--- src/rtl/rf_wb_arbiter.sv ---
// Write-back arbiter + register scoreboard for the 32x32 register file.
// Latency: grant is combinational; the write appears on rf_* the cycle after the grant.
// Backpressure: a requester waits (holding its request) until req_ready; issue waits on issue_stall.
//
// Ports:
//   clock, reset                 core clock, synchronous active-high reset
//   req_valid/req_dest/req_data  NREQ write-back requesters (0 = ALU, 1 = MUL, 2 = MEM)
//   req_ready                    one-hot grant, combinational
//   rf_writeEn/rf_dest_addr/rf_writeVal  registered register-file write port
//   issue_valid/_dest/_src1/_src2 instruction offered by the issue stage
//   issue_stall                  combinational RAW/WAW hazard stall
//   flush                        clears the scoreboard (in-flight write-backs still complete)
// Build option: define RF_WB_ROUND_ROBIN_EN for round-robin arbitration; otherwise fixed
// priority with the lowest index winning.

module rf_wb_arbiter #(
    parameter int NREQ = 3
) (
    input  logic              clock,
    input  logic              reset,
    input  logic [NREQ-1:0]   req_valid,
    input  logic [NREQ*5-1:0] req_dest,
    input  logic [NREQ*32-1:0] req_data,
    output logic [NREQ-1:0]   req_ready,
    output logic              rf_writeEn,
    output logic [4:0]        rf_dest_addr,
    output logic [31:0]       rf_writeVal,
    input  logic              issue_valid,
    input  logic [4:0]        issue_dest,
    input  logic [4:0]        issue_src1,
    input  logic [4:0]        issue_src2,
    output logic              issue_stall,
    input  logic              flush
);

    logic [NREQ-1:0] grant;
    logic            accept;
    logic [4:0]      acc_dest;
    logic [31:0]     acc_data;

    logic            wen_q,     wen_d;
    logic [4:0]      waddr_q,   waddr_d;
    logic [31:0]     wdata_q,   wdata_d;
    logic [31:0]     pending_q, pending_d;

`ifdef RF_WB_ROUND_ROBIN_EN
    localparam int PW = (NREQ > 1) ? $clog2(NREQ) : 1;

    logic [PW-1:0] ptr_q, ptr_d;
    logic          rr_found;

    // Two passes emulate a circular search starting at ptr+1: first the
    // requesters above the last winner, then wrap to those at or below it.
    always_comb begin
        grant    = '0;
        rr_found = 1'b0;
        for (int i = 0; i < NREQ; i++) begin
            if (!rr_found && req_valid[i] && (i > int'(ptr_q))) begin
                grant[i] = 1'b1;
                rr_found = 1'b1;
            end
        end
        for (int i = 0; i < NREQ; i++) begin
            if (!rr_found && req_valid[i] && (i <= int'(ptr_q))) begin
                grant[i] = 1'b1;
                rr_found = 1'b1;
            end
        end
    end

    always_comb begin
        ptr_d = ptr_q;
        for (int i = 0; i < NREQ; i++) begin
            if (grant[i]) begin
                ptr_d = PW'(i);
            end
        end
    end

    // Reset to NREQ-1 so requester 0 is searched first.
    always_ff @(posedge clock) begin
        if (reset) begin
            ptr_q <= PW'(NREQ - 1);
        end else begin
            ptr_q <= ptr_d;
        end
    end
`else
    logic fp_found;

    always_comb begin
        grant    = '0;
        fp_found = 1'b0;
        for (int i = 0; i < NREQ; i++) begin
            if (!fp_found && req_valid[i]) begin
                grant[i] = 1'b1;
                fp_found = 1'b1;
            end
        end
    end
`endif

    assign req_ready = grant;
    assign accept    = |grant;

    // Grant is one-hot, so at most one leg of the mux is taken; with no grant the
    // address/data registers hold.
    always_comb begin
        acc_dest = waddr_q;
        acc_data = wdata_q;
        for (int i = 0; i < NREQ; i++) begin
            if (grant[i]) begin
                acc_dest = req_dest[5*i +: 5];
                acc_data = req_data[32*i +: 32];
            end
        end
    end

    always_comb begin
        wen_d   = accept;
        waddr_d = acc_dest;
        wdata_d = acc_data;
    end

    assign issue_stall = issue_valid &
                         (pending_q[issue_src1] | pending_q[issue_src2] | pending_q[issue_dest]);

    // Clear on the edge the register file commits, so the stall drops exactly when
    // the new value becomes readable. The set is applied after the clear so a
    // same-register collision leaves the bit set; flush overrides both.
    always_comb begin
        pending_d = pending_q;
        if (wen_q) begin
            pending_d[waddr_q] = 1'b0;
        end
        if (flush) begin
            pending_d = '0;
        end else if (issue_valid && !issue_stall) begin
            pending_d[issue_dest] = 1'b1;
        end
    end

    always_ff @(posedge clock) begin
        if (reset) begin
            wen_q     <= 1'b0;
            waddr_q   <= '0;
            wdata_q   <= '0;
            pending_q <= '0;
        end else begin
            wen_q     <= wen_d;
            waddr_q   <= waddr_d;
            wdata_q   <= wdata_d;
            pending_q <= pending_d;
        end
    end

    assign rf_writeEn   = wen_q;
    assign rf_dest_addr = waddr_q;
    assign rf_writeVal  = wdata_q;

endmodule

--- config.mk ---
export PLATFORM = sky130hd
export DESIGN_NAME = rf_wb_arbiter
export DESIGN_NICKNAME = d
export VERILOG_FILES = /design/src/rtl/rf_wb_arbiter.sv
export SDC_FILE = /design/constraint.sdc
export NUM_CORES = 1
export LEC_CHECK = 0
export CAP_MARGIN = 30
export CORE_MARGIN = 1.5
export CORE_UTILIZATION = 49
export CTS_CLUSTER_SIZE = 40
export DETAILED_ROUTE_END_ITERATION = 12
export PLACE_DENSITY_LB_ADDON = 0.08
export SYNTH_ARGS = -nofsm -noshare
export SYNTH_HDL_FRONTEND = slang
export SYNTH_SLANG_ARGS = --single-unit
--- constraint.sdc ---
create_clock -name clock -period 4.8 [get_ports clock]
set_input_delay 0.72 -clock clock [delete_from_list [all_inputs] [get_ports clock]]
set_output_delay 0.72 -clock clock [all_outputs]
set_load 0.02 [all_outputs]
# Word level (Yosys, flattened, before mapping)

Index checks and enable logic that the tools add are counted.

Magnitude comparators: 6
Mux-type cells: 22
Bitwise logic cells: 6
Reduce and logical (&&, ||, !) cells: 11

Operator list:

| kind               | count |
|---|---|
| $mux 32            | 5 |
| $and 32x32->32     | 1 |
| $not 32->32        | 1 |
| $or 32x32->32      | 1 |
| $lt 5x6->1 const B | 4 |
| $bmux 1 s5         | 3 |
| $mux 5             | 3 |
| $demux 1 s5        | 2 |
| $ge 5x1->1 const B | 2 |
| $mux 1             | 9 |
| $logic_and 1x1->1  | 5 |
| $logic_not 1->1    | 3 |
| $reduce_bool 3->1  | 1 |
| $reduce_or 3->1    | 1 |
| $or 1x1->1         | 2 |
| $reduce_or 2->1    | 1 |
| $and 1x1->1        | 1 |

Register bits: 70
Input bits: 133
Output and inout bits: 42
Logic and storage cells: 49

# Logic depth before layout (Yosys ltp)

Word-level depth: 9
Gate-level depth with buffers: 10
Mapped depth without buffers: 6

# Least setup slack after synthesis

Ideal clock, no wire load.

Kind: input to output
Start point: in issue_dest[1]
End point: out issue_stall
Data arrival time: 2.289 ns
Data required time: 4.080 ns
Slack: 1.791 ns
Cell stages on the path: 9
Buffers on the path: 3
Cells stage by stage: buf_4 > buf_4 > mux2i_1 > nor3_1 > o21a_1 > o32ai_2 > buf_4 > nand2_1 > o21a_1

Cells in the longest elaborated chain, start to end: 4

Ends and longest elaborated chain:

| item                         | line | text |
|---|---|---|
| start: declaration           | 29   | `input logic [4:0] issue_dest,` |
| $bmux 1 s5                   | 126  | `(pending_q[issue_src1] \| pending_q[issue_src2] \| pending_q[issue_dest]);` |
| $mux 1 (not written as such) | 126  |  |
| $or 1x1->1                   | 126  |  |
| $and 1x1->1                  | 125  | `assign issue_stall = issue_valid &` |
| end: declaration             | 32   | `output logic issue_stall,` |

No other way between the ends. The select of a mux whose other input is x is not followed.

# Final worst setup path

Start point: in issue_src1[2]
End point: out issue_stall

Cells in the longest elaborated chain, start to end: 5

Ends and longest elaborated chain:

| item                         | line | text |
|---|---|---|
| start: declaration           | 30   | `input logic [4:0] issue_src1,` |
| $bmux 1 s5                   | 126  |  |
| $mux 1 (not written as such) | 126  |  |
| $or 1x1->1 (2 in a row)      | 126  |  |
| $and 1x1->1                  | 125  |  |

No other way between the ends. The select of a mux whose other input is x is not followed.

==> results.toml <==
[outcome]
status = "finished clean"

[route]
drt_iter0_markers = 236
drc = 0
drt-total-wl_um = 16600
ant_nets = 0
wire_per_inst_um = 19.1
dr.pass1.iters = 4
vias_per_cell = 5.85
vias = 5076

[yosys]
async_reset_ff_share_pct = 0
synthTopCellsByArea = "dfxtp_1 29%, mux2i_1 16%, nor2_1 10%, a21oi_1 8.2%, o21ai_2 5.5%"
ys_warn_count = 0
synth_fa_ha_area_share_pct = 0
synth_top_family_by_area = "simple AND/OR/NAND/NOR gates"
syn_area_per_cell_um2 = 8.01
synth_xor_area_share_pct = 0
synth_flop_cell = "dfxtp_1"
yosys.area_share.simple_pct = 22.7
synth_compound_area_share_pct = 22.0
synth_area_um2 = 4760
synthMuxAreaShare_pct = 18.4
syn_nets = 727
synth_top_area_cell = "dfxtp_1"
ys_ff_latch = 70
yosysTopAreaCellShare_pct = 29.4
syn_inst = 594
synth.distinct_cells = 50
synth-edff-count = 0
ys_seq_area_share_pct = 29.4

[worst_setup_path]
worst_r2r_path_depth = 7
cp.depth = 8
startpoint_type = "input pin"
path_max_fanout = 11
cp.arrival_ns = 3.43
cp_common_cell = "clkdlybuf4s50_1"
cp_top_family = "buffers and inverters"
worstPathRequired_ns = 4.08
crit_path_top_delay_cell = "clkdlybuf4s50_1"
crit_chain = "clkdlybuf4s50_1 -> mux4_2 -> nand2b_1 -> nand3_1 -> and4_1 -> nand2_1 -> o21a_1 -> clkdlybuf4s50_1"
end_kind = "output pin"
slowest_delay_ns = 0.86
crit_buf_inv = 2
critical_path_class = "in2out"

[timing]
tns_ns = 0
slew_viol_final = 0
setup_ws_ns = 0.651
max_freq_mhz = 241
fin_crit_ns = 4.15
hold_viol = 0
setup_viol = 0
slew_headroom_pct = 43.2
clock_skew_ns = 0.0168
tightest_slew_ns = 0.851
period_share_pct = 86.4
rsz0062_at_grt = "no"

[floorplanning]
ios = 175
row_count = 35
initial_core_util_pct = 51.0
dieArea_um2 = 10300
die_y_um = 102
die_x_um = 102
core_um2 = 9330

[global_routing]
overflow = 0
grtUsageTotal_pct = 32.7
grt_pass1_wl_um = 26300
antenna_found_initial = 0
grt_max_degree = 64
grt_pass1_vias = 5088

[cells_and_area]
area_growth_pct = 38.1
nets = 866
layout.cells.non_filler = 867
n_antenna_cell = 0
drive_above_1_share_pct = 9.89

[clock_tree]
tritoncts = "built"
cts-resized-gates = 0
hold_buffers = 0
numCtsBuffers = 9
ctsLongestPathBuffers = 2
cts_root_buffer = "clkbuf_8"
clk_latency_ns = 0.35
cts_setup_buffers = 0
htree_num_levels = 3
clk_pin_slew_ns = 0.08
cts_num_sinks = 70

[placed_design]
hpwl_um = 12100
placed_cells = 851
pre_cts_slack_ns = 0.683
gp_congestion = 0.948
portBuffers = 174

[pwr]
vdd_drop_max_v = 0.000149
powerDensity_nw_per_um2 = 232
p_total_mw = 1.53
power_leakage_nw = 2.52

[hold_path]
holdPathStages = 2
hp-class = "reg2reg"

[job]
maxCapViolCount = 0
## worst reg2reg max path, cell delays in order, from the launching register on
cell	delay, ns
dfxtp_1	0.38
mux4_1	0.53
mux2i_1	0.15
nor3b_1	0.07
nor4_2	0.30
nand3_2	0.11
buf_4	0.30
o21ai_0	0.22
## cell families (layout without fill, tap and decap cells)
group                  Yosys count  after routing
and+or+nand+nor                227            227
AOI/OAI and AO/OA              159            159
muxes                           80             80
DFF                             70             70
buffers and inverters           58            202
## layout make-up
type / count / area, um^2
well taps: 129 / 161
clock buffers: 12 / 155
flip-flops and latches: 70 / 1400
repair buffers: 185 / 1810
multi-input cells: 466 / 3000
clock inverters: 4 / 45.0
inverters: 1 / 3.75
fillers: 779 / 2750
## worst paths after layout
path              endpoint     startpoint  slack (ns)
max reg2reg  pending_q[31]  pending_q[11]        2.67
min reg2reg  pending_q[29]  pending_q[29]        0.54
min          pending_q[29]  pending_q[29]        0.54
max            issue_stall  issue_src1[2]        0.65
## power by group
group	switching (mW)	internal (mW)
clock	0.229	0.266
combinational	0.205	0.205
sequential	0.0195	0.603
## synth_stat cells, types with 2 or more instances
cell type and number:
dfxtp_1 70, o21a_1 3, nor3b_1 4, nand4_1 12, or3b_2 3, buf_6 7, o211ai_1 32, nand3b_1 10
o21ai_2 30, dlygate4sd3_1 3, mux4_1 3, mux4_2 2, nor3_1 6, nor2_1 127, nand2b_1 7, buf_2 4
clkdlybuf4s25_2 3, clkbuf_1 29, nand2_1 10, a22oi_1 5, buf_4 8, mux2i_1 75, nand3_1 30, a21oi_1 78
o21ai_0 3, nor2b_1 5, and2_1 2
## cell usage in the layout, fill, tap and decap left out, drive strengths merged, types with 2 or more instances in the layout
| cell | netlist | layout |
|---|---|---|
| a21oi | 78 | 78 |
| a22oi | 5 | 5 |
| and2 | 2 | 2 |
| buf | 20 | 14 |
| clkbuf | 30 | 12 |
| clkdlybuf4s50 | 0 | 171 |
| clkinv | 0 | 3 |
| dfxtp | 70 | 70 |
| mux2i | 75 | 75 |
| mux4 | 5 | 5 |
| nand2 | 10 | 10 |
| nand2b | 7 | 7 |
| nand3 | 31 | 31 |
| nand3b | 10 | 10 |
| nand4 | 12 | 12 |
| nor2 | 128 | 128 |
| nor2b | 5 | 5 |
| nor3 | 6 | 6 |
| nor3b | 4 | 4 |
| nor4 | 2 | 2 |
| o211ai | 32 | 32 |
| o21a | 3 | 3 |
| o21ai | 33 | 33 |
| or3 | 2 | 2 |
| or3b | 3 | 3 |
## layer usage
metal / track usage, % / wire (um) / up-vias
met1: 38.5 / 6350 / 2356
met5: 0 / 0 / -
met4: 14.3 / 545 / 0
met2: 56.1 / 8210 / 255
met3: 8.21 / 1470 / 47
li1: - / - / 2418
## through the flow
step	hold WS (ns)	area (um^2)	util, %
after floorplan	0.490	4760	-
after global placement	0.516	6370	68.3
after detailed placement	0.526	6370	68.3
after CTS	0.538	6580	70.5
after global routing	0.571	6580	70.5
final	0.543	6580	70.5
## state kept, by name, indices dropped and copies added, names as in the netlist
register	count
pending_q	32
rf_writeVal	32
rf_writeEn	1
rf_dest_addr	5
No activity file was read; power rests on OpenSTA's default activity.
